**src/rtl/glitch_sweep_sequencer_if.sv**
```systemverilog
`default_nettype none
// ============================================================================
// Module      : glitch_sweep_sequencer_if
// Description : Bundles the campaign settings, glitch-chain and UART TX
//               signals of the glitch sweep sequencer. The slave modport is
//               the sequencer's view; the master modport is the surrounding
//               command processor / reset / counter / UART side.
// Revision    : 1.0 - initial release
// ============================================================================
interface glitch_sweep_sequencer_if;
    // Campaign control and settings from the command processor
    logic        start;
    logic        abort;
    logic [31:0] ofs_base;
    logic [31:0] ofs_step;
    logic [31:0] glitch_dur;
    logic [15:0] attempts;
    // Feedback from the duration counter and the UART transmitter
    logic        pulse_done;
    logic        tx_busy;
    // Drive towards the glitch chain and the UART transmitter
    logic        tgt_reset;
    logic        start_offset;
    logic [31:0] glitch_offset;
    logic [31:0] glitch_duration;
    logic        tx_start;
    logic [7:0]  tx_data;
    // Campaign status
    logic [15:0] attempt_idx;
    logic        busy;
    logic        done;

    modport slave (
        input  start, abort, ofs_base, ofs_step, glitch_dur, attempts,
        input  pulse_done, tx_busy,
        output tgt_reset, start_offset, glitch_offset, glitch_duration,
        output tx_start, tx_data, attempt_idx, busy, done
    );

    modport master (
        output start, abort, ofs_base, ofs_step, glitch_dur, attempts,
        output pulse_done, tx_busy,
        input  tgt_reset, start_offset, glitch_offset, glitch_duration,
        input  tx_start, tx_data, attempt_idx, busy, done
    );
endinterface
`default_nettype wire

```
**src/rtl/glitch_sweep_sequencer.sv**
```systemverilog
`default_nettype none
// ============================================================================
// Module      : glitch_sweep_sequencer
// Description : Runs a glitch campaign of N attempts. Each attempt resets the
//               target, lets it settle, arms the offset counter with a swept
//               offset (base + k*step), waits for pulse_done (or times out)
//               and reports the attempt as one ACK/NAK byte over UART TX.
// Revision    : 1.0 - initial release
// ============================================================================
module glitch_sweep_sequencer #(
    parameter int unsigned RESET_CYCLES   = 16,
    parameter int unsigned SETTLE_CYCLES  = 64,
    parameter int unsigned TIMEOUT_CYCLES = 1000000,
    parameter logic [7:0]  ACK_BYTE       = 8'h55,
    parameter logic [7:0]  NAK_BYTE       = 8'hEE
) (
    input  wire logic                 clk,
    input  wire logic                 rst,
    glitch_sweep_sequencer_if.slave   bus
);

    typedef enum logic [3:0] {
        S_IDLE     = 4'd0,
        S_RST_HOLD = 4'd1,
        S_SETTLE   = 4'd2,
        S_ARM      = 4'd3,
        S_WAIT_PD  = 4'd4,
        S_TX_WAIT  = 4'd5,
        S_TX_GO    = 4'd6,
        S_TX_DRAIN = 4'd7,
        S_NEXT     = 4'd8
    } state_t;

    state_t      state_q;
    logic [31:0] cnt_q;          // shared phase counter (hold/settle/timeout/drain)
    logic [31:0] step_q;
    logic [15:0] attempts_q;
    logic        pd_prev_q;      // pulse_done one cycle ago, for edge detection
    logic        seen_busy_q;    // UART raised tx_busy after our tx_start
    logic        tgt_reset_q;
    logic        start_offset_q;
    logic [31:0] offset_q;
    logic [31:0] dur_q;
    logic        tx_start_q;
    logic [7:0]  tx_data_q;
    logic [15:0] idx_q;
    logic        busy_q;
    logic        done_q;

    // Campaign state machine; every output is registered here.
    always_ff @(posedge clk) begin
        if (rst) begin
            state_q        <= S_IDLE;
            cnt_q          <= 32'd0;
            step_q         <= 32'd0;
            attempts_q     <= 16'd0;
            pd_prev_q      <= 1'b0;
            seen_busy_q    <= 1'b0;
            tgt_reset_q    <= 1'b0;
            start_offset_q <= 1'b0;
            offset_q       <= 32'd0;
            dur_q          <= 32'd0;
            tx_start_q     <= 1'b0;
            tx_data_q      <= 8'd0;
            idx_q          <= 16'd0;
            busy_q         <= 1'b0;
            done_q         <= 1'b0;
        end else begin
            // Pulse outputs are high for a single cycle unless re-asserted below
            done_q         <= 1'b0;
            start_offset_q <= 1'b0;
            tx_start_q     <= 1'b0;
            pd_prev_q      <= bus.pulse_done;

            if (state_q != S_IDLE && bus.abort) begin
                // Abort wins over every other transition; no done pulse
                state_q     <= S_IDLE;
                tgt_reset_q <= 1'b0;
                busy_q      <= 1'b0;
            end else begin
                case (state_q)
                    S_IDLE: begin
                        if (bus.start && !bus.abort) begin
                            step_q     <= bus.ofs_step;
                            attempts_q <= bus.attempts;
                            offset_q   <= bus.ofs_base;
                            dur_q      <= bus.glitch_dur;
                            idx_q      <= 16'd0;
                            cnt_q      <= 32'd0;
                            if (bus.attempts == 16'd0) begin
                                done_q <= 1'b1;
                            end else begin
                                state_q     <= S_RST_HOLD;
                                tgt_reset_q <= 1'b1;
                                busy_q      <= 1'b1;
                            end
                        end
                    end
                    S_RST_HOLD: begin
                        pd_prev_q <= 1'b0;
                        if (cnt_q == RESET_CYCLES - 1) begin
                            state_q     <= S_SETTLE;
                            tgt_reset_q <= 1'b0;
                            cnt_q       <= 32'd0;
                        end else begin
                            cnt_q <= cnt_q + 32'd1;
                        end
                    end
                    S_SETTLE: begin
                        if (cnt_q == SETTLE_CYCLES - 1) begin
                            state_q        <= S_ARM;
                            start_offset_q <= 1'b1;
                            cnt_q          <= 32'd0;
                        end else begin
                            cnt_q <= cnt_q + 32'd1;
                        end
                    end
                    S_ARM: begin
                        state_q <= S_WAIT_PD;
                        cnt_q   <= 32'd0;
                    end
                    S_WAIT_PD: begin
                        // A fresh rising edge beats a timeout in the same cycle
                        if (bus.pulse_done && !pd_prev_q) begin
                            tx_data_q <= ACK_BYTE;
                            state_q   <= S_TX_WAIT;
                        end else if (cnt_q == TIMEOUT_CYCLES - 1) begin
                            tx_data_q <= NAK_BYTE;
                            state_q   <= S_TX_WAIT;
                        end else begin
                            cnt_q <= cnt_q + 32'd1;
                        end
                    end
                    S_TX_WAIT: begin
                        if (!bus.tx_busy) begin
                            state_q    <= S_TX_GO;
                            tx_start_q <= 1'b1;
                        end
                    end
                    S_TX_GO: begin
                        state_q     <= S_TX_DRAIN;
                        cnt_q       <= 32'd0;
                        seen_busy_q <= 1'b0;
                    end
                    S_TX_DRAIN: begin
                        // A UART that never raises busy within two cycles is
                        // assumed to have taken the byte already
                        if (bus.tx_busy) begin
                            seen_busy_q <= 1'b1;
                        end else if (seen_busy_q || cnt_q == 32'd1) begin
                            state_q <= S_NEXT;
                        end else begin
                            cnt_q <= cnt_q + 32'd1;
                        end
                    end
                    S_NEXT: begin
                        if (idx_q == attempts_q - 16'd1) begin
                            state_q <= S_IDLE;
                            done_q  <= 1'b1;
                            busy_q  <= 1'b0;
                        end else begin
                            state_q     <= S_RST_HOLD;
                            idx_q       <= idx_q + 16'd1;
                            offset_q    <= offset_q + step_q;
                            tgt_reset_q <= 1'b1;
                            cnt_q       <= 32'd0;
                        end
                    end
                    default: begin
                        state_q     <= S_IDLE;
                        tgt_reset_q <= 1'b0;
                        busy_q      <= 1'b0;
                    end
                endcase
            end
        end
    end

    assign bus.tgt_reset       = tgt_reset_q;
    assign bus.start_offset    = start_offset_q;
    assign bus.glitch_offset   = offset_q;
    assign bus.glitch_duration = dur_q;
    assign bus.tx_start        = tx_start_q;
    assign bus.tx_data         = tx_data_q;
    assign bus.attempt_idx     = idx_q;
    assign bus.busy            = busy_q;
    assign bus.done            = done_q;

endmodule
`default_nettype wire

```
**src/flat_wrapper.sv**
```systemverilog
// flat-port wrapper written by rule: the top's interface ports become plain ports
module glitch_sweep_sequencer_flat 
#(
    parameter int unsigned RESET_CYCLES   = 16,
    parameter int unsigned SETTLE_CYCLES  = 64,
    parameter int unsigned TIMEOUT_CYCLES = 1000000,
    parameter logic [7:0]  ACK_BYTE       = 8'h55,
    parameter logic [7:0]  NAK_BYTE       = 8'hEE
)
  (clk, rst, bus_start, bus_abort, bus_ofs_base, bus_ofs_step, bus_glitch_dur, bus_attempts, bus_pulse_done, bus_tx_busy, bus_tgt_reset, bus_start_offset, bus_glitch_offset, bus_glitch_duration, bus_tx_start, bus_tx_data, bus_attempt_idx, bus_busy, bus_done);
  glitch_sweep_sequencer_if bus_i ();
  input  wire logic clk;
  input  wire logic rst;
  input wire logic [$bits(bus_i.start)-1:0] bus_start;
  input wire logic [$bits(bus_i.abort)-1:0] bus_abort;
  input wire logic [$bits(bus_i.ofs_base)-1:0] bus_ofs_base;
  input wire logic [$bits(bus_i.ofs_step)-1:0] bus_ofs_step;
  input wire logic [$bits(bus_i.glitch_dur)-1:0] bus_glitch_dur;
  input wire logic [$bits(bus_i.attempts)-1:0] bus_attempts;
  input wire logic [$bits(bus_i.pulse_done)-1:0] bus_pulse_done;
  input wire logic [$bits(bus_i.tx_busy)-1:0] bus_tx_busy;
  output wire logic [$bits(bus_i.tgt_reset)-1:0] bus_tgt_reset;
  output wire logic [$bits(bus_i.start_offset)-1:0] bus_start_offset;
  output wire logic [$bits(bus_i.glitch_offset)-1:0] bus_glitch_offset;
  output wire logic [$bits(bus_i.glitch_duration)-1:0] bus_glitch_duration;
  output wire logic [$bits(bus_i.tx_start)-1:0] bus_tx_start;
  output wire logic [$bits(bus_i.tx_data)-1:0] bus_tx_data;
  output wire logic [$bits(bus_i.attempt_idx)-1:0] bus_attempt_idx;
  output wire logic [$bits(bus_i.busy)-1:0] bus_busy;
  output wire logic [$bits(bus_i.done)-1:0] bus_done;
  assign bus_i.start = bus_start;
  assign bus_i.abort = bus_abort;
  assign bus_i.ofs_base = bus_ofs_base;
  assign bus_i.ofs_step = bus_ofs_step;
  assign bus_i.glitch_dur = bus_glitch_dur;
  assign bus_i.attempts = bus_attempts;
  assign bus_i.pulse_done = bus_pulse_done;
  assign bus_i.tx_busy = bus_tx_busy;
  assign bus_tgt_reset = bus_i.tgt_reset;
  assign bus_start_offset = bus_i.start_offset;
  assign bus_glitch_offset = bus_i.glitch_offset;
  assign bus_glitch_duration = bus_i.glitch_duration;
  assign bus_tx_start = bus_i.tx_start;
  assign bus_tx_data = bus_i.tx_data;
  assign bus_attempt_idx = bus_i.attempt_idx;
  assign bus_busy = bus_i.busy;
  assign bus_done = bus_i.done;
  glitch_sweep_sequencer #(.RESET_CYCLES(RESET_CYCLES), .SETTLE_CYCLES(SETTLE_CYCLES), .TIMEOUT_CYCLES(TIMEOUT_CYCLES), .ACK_BYTE(ACK_BYTE), .NAK_BYTE(NAK_BYTE)) u_core (.clk(clk), .rst(rst), .bus(bus_i));
endmodule
```
**config.mk**
```make
export PLATFORM = sky130hd
export DESIGN_NAME = glitch_sweep_sequencer_flat
export DESIGN_NICKNAME = d
export VERILOG_FILES = /design/src/rtl/glitch_sweep_sequencer_if.sv /design/src/rtl/glitch_sweep_sequencer.sv /design/src/flat_wrapper.sv
export SDC_FILE = /design/constraint.sdc
export NUM_CORES = 1
export LEC_CHECK = 0
export BUFFER_PORTS_ARGS = -buffer_cell sky130_fd_sc_hd__buf_2
export CORE_AREA = 2 2 142 144
export CTS_CLUSTER_SIZE = 14
export DETAILED_ROUTE_END_ITERATION = 10
export DIE_AREA = 0 0 144 146
export PLACE_DENSITY = 0.85
export SKIP_LAST_GASP = 1
export SYNTH_ARGS = -nofsm -noshare
export SYNTH_HDL_FRONTEND = slang
export SYNTH_SLANG_ARGS = --single-unit
```
**constraint.sdc**
```tcl
create_clock -name clk -period 3.2 [get_ports clk]
set_input_delay 0.16 -clock clk [delete_from_list [all_inputs] [get_ports clk]]
set_output_delay 0.16 -clock clk [all_outputs]
set_load 0.02 [all_outputs]
```
==> out/metrics.csv, run 1 <==
metric,value,unit
power_frac_seq,36.5,%
final_cell_mix,"nand2_1 (238), buf_2 (209), dfxtp_1 (170)",
layout-drive-gt1-share,19.6,%
worstPathCellList,or3_1 > or3_1 > a211oi_1 > o2111ai_1 > a2111oi_2 > buf_4 > a21o_1 > buf_12 > nor3_1 > mux2i_1 > a21oi_1,
gr-total-overflow,0,
drv_cap,0,
period_minus_slack,3100,ps
grt_pass1_vias,10540,
async_reset_ff_share,0,%
grt_pass1_wl,50500,um
io_pins,211,
startpoint_type,flip-flop,
arrival,3380,ps
rows,51,
multiInputGateArea,5820,um^2
vias_per_cell,5.89,
cts.sinks,174,
synth_edf_count,0,
die_h,146,um
final_cell_area,12700,um^2
yosysSeqAreaShare,36.1,%
synth.net_count,1439,
placedInstanceArea,11100,um^2
gp_congestion,0.926,
port_buffers,210,
utilization,65.5,%
drt_iter0_markers,915,
clock_latency,440,ps
worst_pin_slew,960,ps
yosysTopAreaCellShare,36.1,%
die_w,144,um
p_sw,2.61,mW
core_area,19300,um^2
netlist_area,9640,um^2
layout.nets,1722,
synth.distinct_cells,69,
dieArea,21000,um^2
start_util,49.9,%
ff_latch_area,3490,um^2
maxSlewViolCount,0,
hold_violations,0,
grt_max_degree,88,
rsz0062_at_grt,yes,
power_frac_comb,34.6,%
cts_tree,built,
sw_frac_of_total,36.9,%
worstSetupEndpointType,flip-flop,
p_leak,5.24,nW
clk_path_buf_depth,2,
worstHoldPathType,primary input to flip-flop,
drc,0,
outcome,"complete, no violations",
worstSetupPathType,flip-flop to flip-flop,
setup_viol,0,
power_density,559,nW/um^2
syn2layout_area_growth,31.4,%
yosysTopAreaCell,dfxtp_1,
detail-route-antenna-nets,0,
dpl.hpwl,19300,um
clock.fmax,322,MHz
cp_max_fo,18,
fin_hold_ws,14.4,ps
pwr-share-clk,28.9,%
synth_flop_cell,dfxtp_1,
cp_common_cell,or3_1,
ir_drop,0.390,mV
setup_ws,96.2,ps
clkSlewWorstSetupHoldPaths,70,ps
routed_wl,31600,um
fin_crit_sh,97.0,%
fin_skew,16.2,ps
antenna_found_initial,3,
dpl_worst_slack,78.7,ps
synthTopCellsByArea,"dfxtp_1 (36%), nand2_1 (9.3%), a21oi_1 (8.6%)",
yosys_warnings,0,
route.vias.total,10878,
wire_per_inst,17.1,um
cts_buffers,17,
cp.required,3480,ps
htree_levels,4,
slowest_stage,or3_1,
p_int,4.47,mW
synth-seq-cells,174,
netlist_instances,1285,
drtPass1Iterations,5,
nFillCells,1477,
max_slew_margin,36.0,%
slowest_delay,430,ps
postSynthAreaPerCell,7.50,um^2
grtUsageTotal,29.5,%
cts_root_buffer,clkbuf_16,
final_common_cell,nand2_1,
## sequential cells by signal, indices dropped and copies added (netlist names)
register	cells
u_core.bus.busy	1
u_core.bus.glitch_duration	32
u_core.pd_prev_q	1
u_core.seen_busy_q	1
u_core.cnt_q	32
u_core.bus.tgt_reset	1
u_core.attempts_q	16
u_core.bus.tx_data	3
u_core.step_q	32
u_core.bus.start_offset	1
u_core.bus.done	1
u_core.state_q	4
u_core.bus.tx_start	1
u_core.bus.attempt_idx	16
u_core.bus.glitch_offset	32
## through the flow
| stage | total power [mW] | setup TNS (ps) | instances |
|---|---|---|---|
| 6_report | 7.07 | 0 | 1847 |
| 5_1_grt | 7.43 | -3810 | 1847 |
| 4_1_cts | 6.95 | 0 | 1842 |
| 3_5_place_dp | 4.84 | 0 | 1716 |
| 3_3_place_gp | 4.77 | 0 | 1716 |
| 2_1_floorplan | 4.14 | 0 | 1285 |
## power by group through the flow
stage / registers [mW] / clock network [mW] / logic [mW]
3_3_place_gp: 2.60 / 0 / 2.18
6_report: 2.58 / 2.04 / 2.45
3_5_place_dp: 2.61 / 0 / 2.23
2_1_floorplan: 2.72 / 0 / 1.42
5_1_grt: 2.60 / 2.14 / 2.69
4_1_cts: 2.56 / 2.04 / 2.35
## what timing repair did
| item | CTS | global route |
|---|---|---|
| endpoints found under the setup margin | 0 | 48 |
| hold endpoints to repair | 96 | 0 |
| buffers inserted | 0 | 2 |
| hold buffers | 96 | 0 |
| resized for setup | 0 | 16 |
## kinds of logic after synthesis
kind of cell    count (synthesis)  synth area share (%)
compound gates                349                  21.5
xor+xnor                       54                  4.91
fa+ha+maj                      36                  4.75
buf+inv                       101                  4.44
flops                         174                  36.1
mux                             4                 0.415
simple gates                  567                  27.8
## layer usage
metal  share of wire [%]  track usage (%)
met3                 7.6             5.79
met5                   0                0
met2                  47             48.3
met4                 4.8             16.7
met1                  40             35.9
## final cells by class
cell class                 instances  area share (%)
tap                              265            2.62
antenna                            3          0.0593
timing repair buffer             347            18.8
clock inverter                    10           0.840
inverter                          18           0.533
sequential                       174            27.5
multi-input combinational       1010            46.0
clock buffer                      20            3.61
## cells in the mapped netlist, types with 3 or more instances
master	instances
a211oi_1	21
a21o_1	11
a21oi_1	165
a221oi_1	3
a311oi_1	7
a31oi_1	21
and2_1	7
and3_1	17
and4_1	6
buf_2	4
buf_4	5
buf_6	3
clkbuf_1	69
dfxtp_1	174
ha_1	35
inv_1	18
mux2i_1	4
nand2_1	239
nand2b_1	9
nand3_1	33
nand3b_1	17
nand4_1	15
nor2_1	108
nor2b_1	14
nor3_1	29
nor3b_1	4
nor4_1	24
nor4b_1	4
o211ai_1	4
o21a_1	4
o21ai_0	70
o21bai_1	9
o31a_1	4
o31ai_1	3
or2_2	6
or3_1	23
or4_1	5
xnor2_1	29
xor2_1	25
## worst max-delay path, delay by kind of cell (launching register included)
family,cells,cell delay [ps]
buffers and inverters,2,360
DFF,1,380
and+or+nand+nor,3,900
muxes,1,190
AOI/OAI and AO/OA,5,1120
## path summary, 6_finish.rpt
kind                                                        to  slack [ps]                           start  depth (start not counted)
worst max register to register    u_core.bus.glitch_offset[28]         100            u_core.attempts_q[2]                         11
worst max-delay path              u_core.bus.glitch_offset[28]         100            u_core.attempts_q[2]                         11
worst min-delay path              u_core.bus.glitch_offset[10]          10                bus_ofs_base[10]                          3
worst min register to register  u_core.bus.glitch_duration[18]         450  u_core.bus.glitch_duration[18]                          2
Note: power is estimated with default switching activity, not from simulation.
==> run 2, diff against run 1 <==
- ABC_AREA: unset -> 1
- CORE_AREA: 2 2 142 144 -> 2 2 153 155
- DIE_AREA: 0 0 144 146 -> 0 0 155 157
==> out/metrics.csv, run 2 <==
metric,value,unit,change
startpoint,u_core.state_q[3],,
crit_family,simple AND/OR/NAND/NOR gates,,
routed_wl,37300,um,+18%
syn2layout_area_growth,22.8,%,
yosysTopAreaCellShare,30.2,%,-6.0 points
max_slew_margin,42.3,%,+6.3 points
layout.nets,2333,,+35%
synth.net_count,2088,,+45%
wire_per_inst,15.1,um,-12%
crit_end,u_core.cnt_q[7],,
drc,0,,unchanged
synth-seq-cells,174,,unchanged
worstHoldStart,bus_ofs_step[1],,
fin_skew,18.1,ps,+1.92 ps
layout-drive-gt1-share,13.3,%,-6.4 points
detail-route-antenna-nets,0,,unchanged
cp.depth,14,,+3
final_cells,2477,,+34%
port_buffers,210,,unchanged
core_area,22500,um^2,+16%
nFillCells,2018,,+37%
yosys_warnings,0,,unchanged
clkSlewWorstSetupHoldPaths,80,ps,about the same
worstSetupPathType,flip-flop to flip-flop,,
postSynthAreaPerCell,5.97,um^2,-20%
ir_drop,0.443,mV,+14%
postCtsSetupBuffers,0,,unchanged
clock_latency,460,ps,+20 ps
n_antenna_cell,0,,-3
wl_met1,15700,um,+24%
top_layer,met4,,
synthTopCellsByCount,"nand2_1 (537), nor2_1 (378), inv_1 (222)",,
final_common_cell,nand2_1,,
io_pins,211,,unchanged
power_density,765,nW/um^2,+37%
grt_pass1_wl,59400,um,+18%
worstPathCellList,nor2_1 > inv_1 > nor2_1 > inv_1 > nand2_1 > inv_1 > nor3_2 > nand2_1 > nor2_4 > nand3_2 > buf_12 > nand2_1 > nand2_1 > nor2_1,,
start_util,51.3,%,+1.5 points
dieArea,24300,um^2,+16%
synthTopCellsByArea,"dfxtp_1 (30%), nand2_1 (17%), nor2_1 (12%)",,
rsz0062_at_grt,no,,
clock.fmax,351,MHz,+9.1%
outcome,"complete, no violations",,
arrival,3220,ps,-160 ps
yosysSeqAreaShare,30.2,%,-6.0 points
placedInstanceArea,12800,um^2,+16%
r2r_start,u_core.state_q[3],,
ctsHoldBuffers,77,,-20%
netlist_area,11500,um^2,+20%
grtUsageTotal,29.8,%,+0.36 points
cts.sinks,174,,unchanged
crit_buf_inv,4,,+2
synth_edf_count,0,,unchanged
drtPass1Iterations,6,,+1
antenna_found_initial,1,,-2
grt_max_degree,86,,-2.3%
fin_crit_sh,88.9,%,-8.1 points
hold_violations,0,,unchanged
die_h,157,um,+7.5%
yosysTopAreaCell,dfxtp_1,,
cp.required,3580,ps,+100 ps
wl_met3,2700,um,+12%
startpoint_type,flip-flop,,
final_cell_mix,"nand2_1 (537), nor2_1 (378), inv_1 (220)",,
maxSlewViolCount,0,,unchanged
gp_congestion,1.00,,+8.0%
vias_per_cell,5.41,,-8.1%
drv_cap,0,,unchanged
wl_met2,17700,um,+18%
reg2reg_to,u_core.cnt_q[7],,
htree_levels,4,,unchanged
cp_max_fo,30,,+12
synth.distinct_cells,39,,-43%
rows,55,,+7.8%
cts_buffers,17,,unchanged
synth_most_common_cell,nand2_1,,
ctsResizeCount,0,,unchanged
report.power.total,10.8,mW,+53%
grt_pass1_vias,12528,,+19%
setup_viol,0,,unchanged
worstSetupEndpointType,flip-flop,,
period_minus_slack,2850,ps,-258 ps
cts_tree,built,,
dpl.hpwl,26000,um,+34%
worstRegToRegCells,14,,+3
gr-total-overflow,0,,unchanged
regToRegSetupSlack,350,ps,+260 ps
dpl.cell_count,2368,,+38%
tns,0,ps,unchanged
synth_flop_cell,dfxtp_1,,
clk_path_buf_depth,2,,unchanged
route.vias.total,13407,,+23%
cp_common_cell,nand2_1,,
netlist_instances,1934,,+51%
worstHoldPathType,primary input to flip-flop,,
cts_root_buffer,clkbuf_16,,
drt_iter0_markers,1245,,+36%
p_leak,7.19,nW,+37%
slowest_stage,nand3_2,,
slowest_delay,420,ps,about the same
die_w,155,um,+7.6%
worst_pin_slew,866,ps,-94.1 ps
final_cell_area,14200,um^2,+12%
async_reset_ff_share,0,%,unchanged
-- run 2: layout make-up --
cell class                      count  area, um^2  area share [%]
Multi-Input combinational cell   1455        6870            48.5
Sequential cell                   174        3480            24.6
Timing Repair Buffer              305        2010            14.2
Inverter                          226         848            5.98
Clock buffer                       17         425            3.00
Tap cell                          285         357            2.51
Clock inverter                     15         188            1.32
-- run 2: worst min-delay path by stage --
| stage | to | depth (start not counted) |
|---|---|---|
| after floorplan | u_core.bus.tx_start | 1 |
| after global placement | u_core.bus.tx_start | 2 |
| after detailed placement | u_core.bus.tx_start | 2 |
| after CTS | u_core.step_q[1] | 3 |
| after global routing | u_core.step_q[31] | 3 |
| final | u_core.step_q[1] | 3 |
-- run 2: through the flow --
stage	utilization, %	worst slack, ps	hold slack (ps)
2_1_floorplan	-	1000	239
3_3_place_gp	56.9	569	347
3_5_place_dp	56.9	425	367
4_1_cts	63.0	392	3.48
5_1_grt	63.0	36.3	18.8
6_report	63.0	354	6.03
-- run 2: cells by family after synthesis --
kind of cell | synth area share [%]
flops | 30.2
buf+inv | 10.5
fa+ha+maj | 3.97
compound gates | 9.33
xor+xnor | 4.70
simple gates | 41.4
-- run 2: layer usage --
layer | global-route usage, % | vias to the layer above
met2 | 51.8 | 656
met3 | 4.41 | 116
met5 | 0 | -
met1 | 36.9 | 6033
li1 | - | 6602
met4 | 12.7 | 0
-- run 2: worst reg2reg max path, stage by stage (launching register included) --
cell	delay [ps]
dfxtp_1	360
nor2_1	130
inv_1	90
nor2_1	270
inv_1	130
nand2_1	110
inv_1	100
nor3_2	110
nand2_1	100
nor2_4	350
nand3_2	430
buf_12	330
nand2_1	70
nand2_1	50
nor2_1	140
-- run 2: power breakdown --
| group | switching (mW) | internal [mW] |
|---|---|---|
| clock | 1.09 | 1.07 |
| sequential | 0.503 | 2.71 |
| combinational | 3.69 | 1.78 |
| total | 5.29 | 5.56 |
==> run 3, diff against run 2 <==
- CORE_AREA: 2 2 153 155 -> 2 2 132 262
- DIE_AREA: 0 0 155 157 -> 0 0 134 264
- PLACE_DENSITY: 0.85 -> 0.62
- clock period: 3.2 -> 2.7 ns (I/O delays scaled with it)
==> out/metrics.csv, run 3 (synthesized netlist as in run 2, its figures left out) <==
metric,value,unit,change
startpoint_type,flip-flop,,
worstSetupPathType,flip-flop to flip-flop,,
placedInstanceArea,13200,um^2,+3.1%
grtUsageTotal,24.5,%,-5.3 points
vias_per_cell,4.99,,-7.8%
cts.sinks,174,,unchanged
final_common_cell,nand2_1,,
clock_latency,450,ps,about the same
final_cell_mix,"nand2_1 (535), nor2_1 (377), inv_1 (220)",,
ff_latch_area,3480,um^2,unchanged
max_slew_margin,60.1,%,+18 points
htree_levels,4,,unchanged
cp_max_fo,4,,-87%
maxSlewViolCount,0,,unchanged
nFillCells,3502,,+74%
start_util,34.6,%,-17 points
rsz0062_at_grt,yes,,
fin_skew,13.5,ps,-4.68 ps
clk_path_buf_depth,2,,unchanged
tns,0,ps,unchanged
final_cells,2660,,+7.4%
p_leak,7.36,nW,+2.4%
worstSetupEndpointType,flip-flop,,
gp_congestion,0.972,,-2.9%
fin_crit_sh,94.1,%,+5.2 points
period_minus_slack,2540,ps,-304 ps
die_h,264,um,+68%
drt_iter0_markers,753,,-40%
syn2layout_area_growth,27.3,%,
grt_pass1_vias,13406,,+7.0%
cts_buffers,17,,unchanged
drtPass1Iterations,7,,+1
wire_per_inst,16.7,um,+11%
layout.nets,2365,,+1.4%
layout-drive-gt1-share,14.5,%,+1.2 points
antenna_found_initial,0,,-1
routed_wl,44300,um,+19%
grt_max_degree,86,,unchanged
core_area,33400,um^2,+48%
cts_tree,built,,
route.vias.total,13273,,-1.0%
worst_pin_slew,599,ps,-267 ps
detail-route-antenna-nets,0,,unchanged
drv_cap,0,,unchanged
clock.fmax,393,MHz,+12%
n_antenna_cell,0,,unchanged
clkSlewWorstSetupHoldPaths,70,ps,about the same
final_cell_area,14700,um^2,+3.7%
port_buffers,210,,unchanged
multiInputGateArea,6900,um^2,+0.47%
grt_pass1_wl,68300,um,+15%
worstHoldPathType,primary input to flip-flop,,
rows,95,,+73%
cts_root_buffer,clkbuf_16,,
die_w,134,um,-14%
dpl.hpwl,32800,um,+26%
hold_violations,0,,unchanged
dieArea,35400,um^2,+45%
setup_viol,0,,unchanged
dpl.cell_count,2545,,+7.5%
drc,0,,unchanged
gr-total-overflow,0,,unchanged
ir_drop,0.500,mV,+13%
io_pins,211,,unchanged
power_density,925,nW/um^2,+21%
fin_hold_ws,18.2,ps,+12.2 ps
outcome,"complete, no violations",,
regToRegSetupSlack,160,ps,-200 ps
cp.required,3080,ps,-500 ps
arrival,2920,ps,-300 ps
==> run 3: cell count changes in the layout (fill, tap and decap cells not counted), moves of 3 or more <==
cell / delta
buf_6: +3
inv_6: +3
buf_4: +23
clkinv_8: -5
nand3_4: +3
dlygate4sd3_1: +3
nand3_2: -3
==> run 3: layer usage <==
layer | track usage, % | vias up | wire length [um]
met3 | 3.13 | 183 | 1570
met2 | 46.8 | 427 | 24000
met1 | 23.3 | 6004 | 15400
met5 | 0 | - | 0
li1 | - | 6659 | -
met4 | 17.9 | 0 | 3330
==> run 3: cell type report <==
class	instances	area share, %
repair buffers	337	15.7
inverters	226	5.77
clock buffers	21	3.13
clock inverters	11	0.979
multi-input cells	1455	47.0
well taps	436	3.71
flip-flops and latches	174	23.7
==> run 3: path summary, 6_finish.rpt <==
| check | startpoint | to | cells after the start |
|---|---|---|---|
| setup / recovery | u_core.bus.glitch_offset[0] | u_core.bus.glitch_offset[22] | 17 |
| hold / removal | bus_ofs_base[17] | u_core.bus.glitch_offset[17] | 5 |
| setup reg to reg | u_core.bus.glitch_offset[0] | u_core.bus.glitch_offset[22] | 17 |
| hold reg to reg | u_core.seen_busy_q | u_core.seen_busy_q | 2 |
==> run 3: timing repair <==
action / in CTS / in global routing
endpoints found under the hold margin: 80 / 0
endpoints found under the setup margin: 0 / 52
hold buffers: 80 / 0
setup buffers: 0 / 0
gates resized for setup: 0 / 9
==> run 3: per-stage QoR <==
step	worst slack, ps	utilization, %	total power, mW
6_report	158	44.0	13.6
5_1_grt	-21.1	44.0	14.6
4_1_cts	61.9	43.7	13.3
3_5_place_dp	74.9	39.5	10.5
3_3_place_gp	105	39.5	10.5
2_1_floorplan	500	-	8.43
==> run 3: worst max-delay path: stages, from the launching register on <==
cell and delay (ps):
dfxtp_1 370, ha_2 230, inv_1 60, fa_1 400, inv_1 90, nand3_1 80
nand2_2 150, nand2_1 80, nand2_1 140, nand2_1 80, nand2_1 160, nand3_1 90
nand2_1 130, or2_2 130, nand3_1 50, nand2_1 70, nor2_1 40, nor2_1 110
==> run 3: where the power goes <==
part | internal (mW) | switching (mW)
logic | 2.46 | 4.75
clock network | 1.44 | 1.18
registers | 3.21 | 0.563
total | 7.11 | 6.49
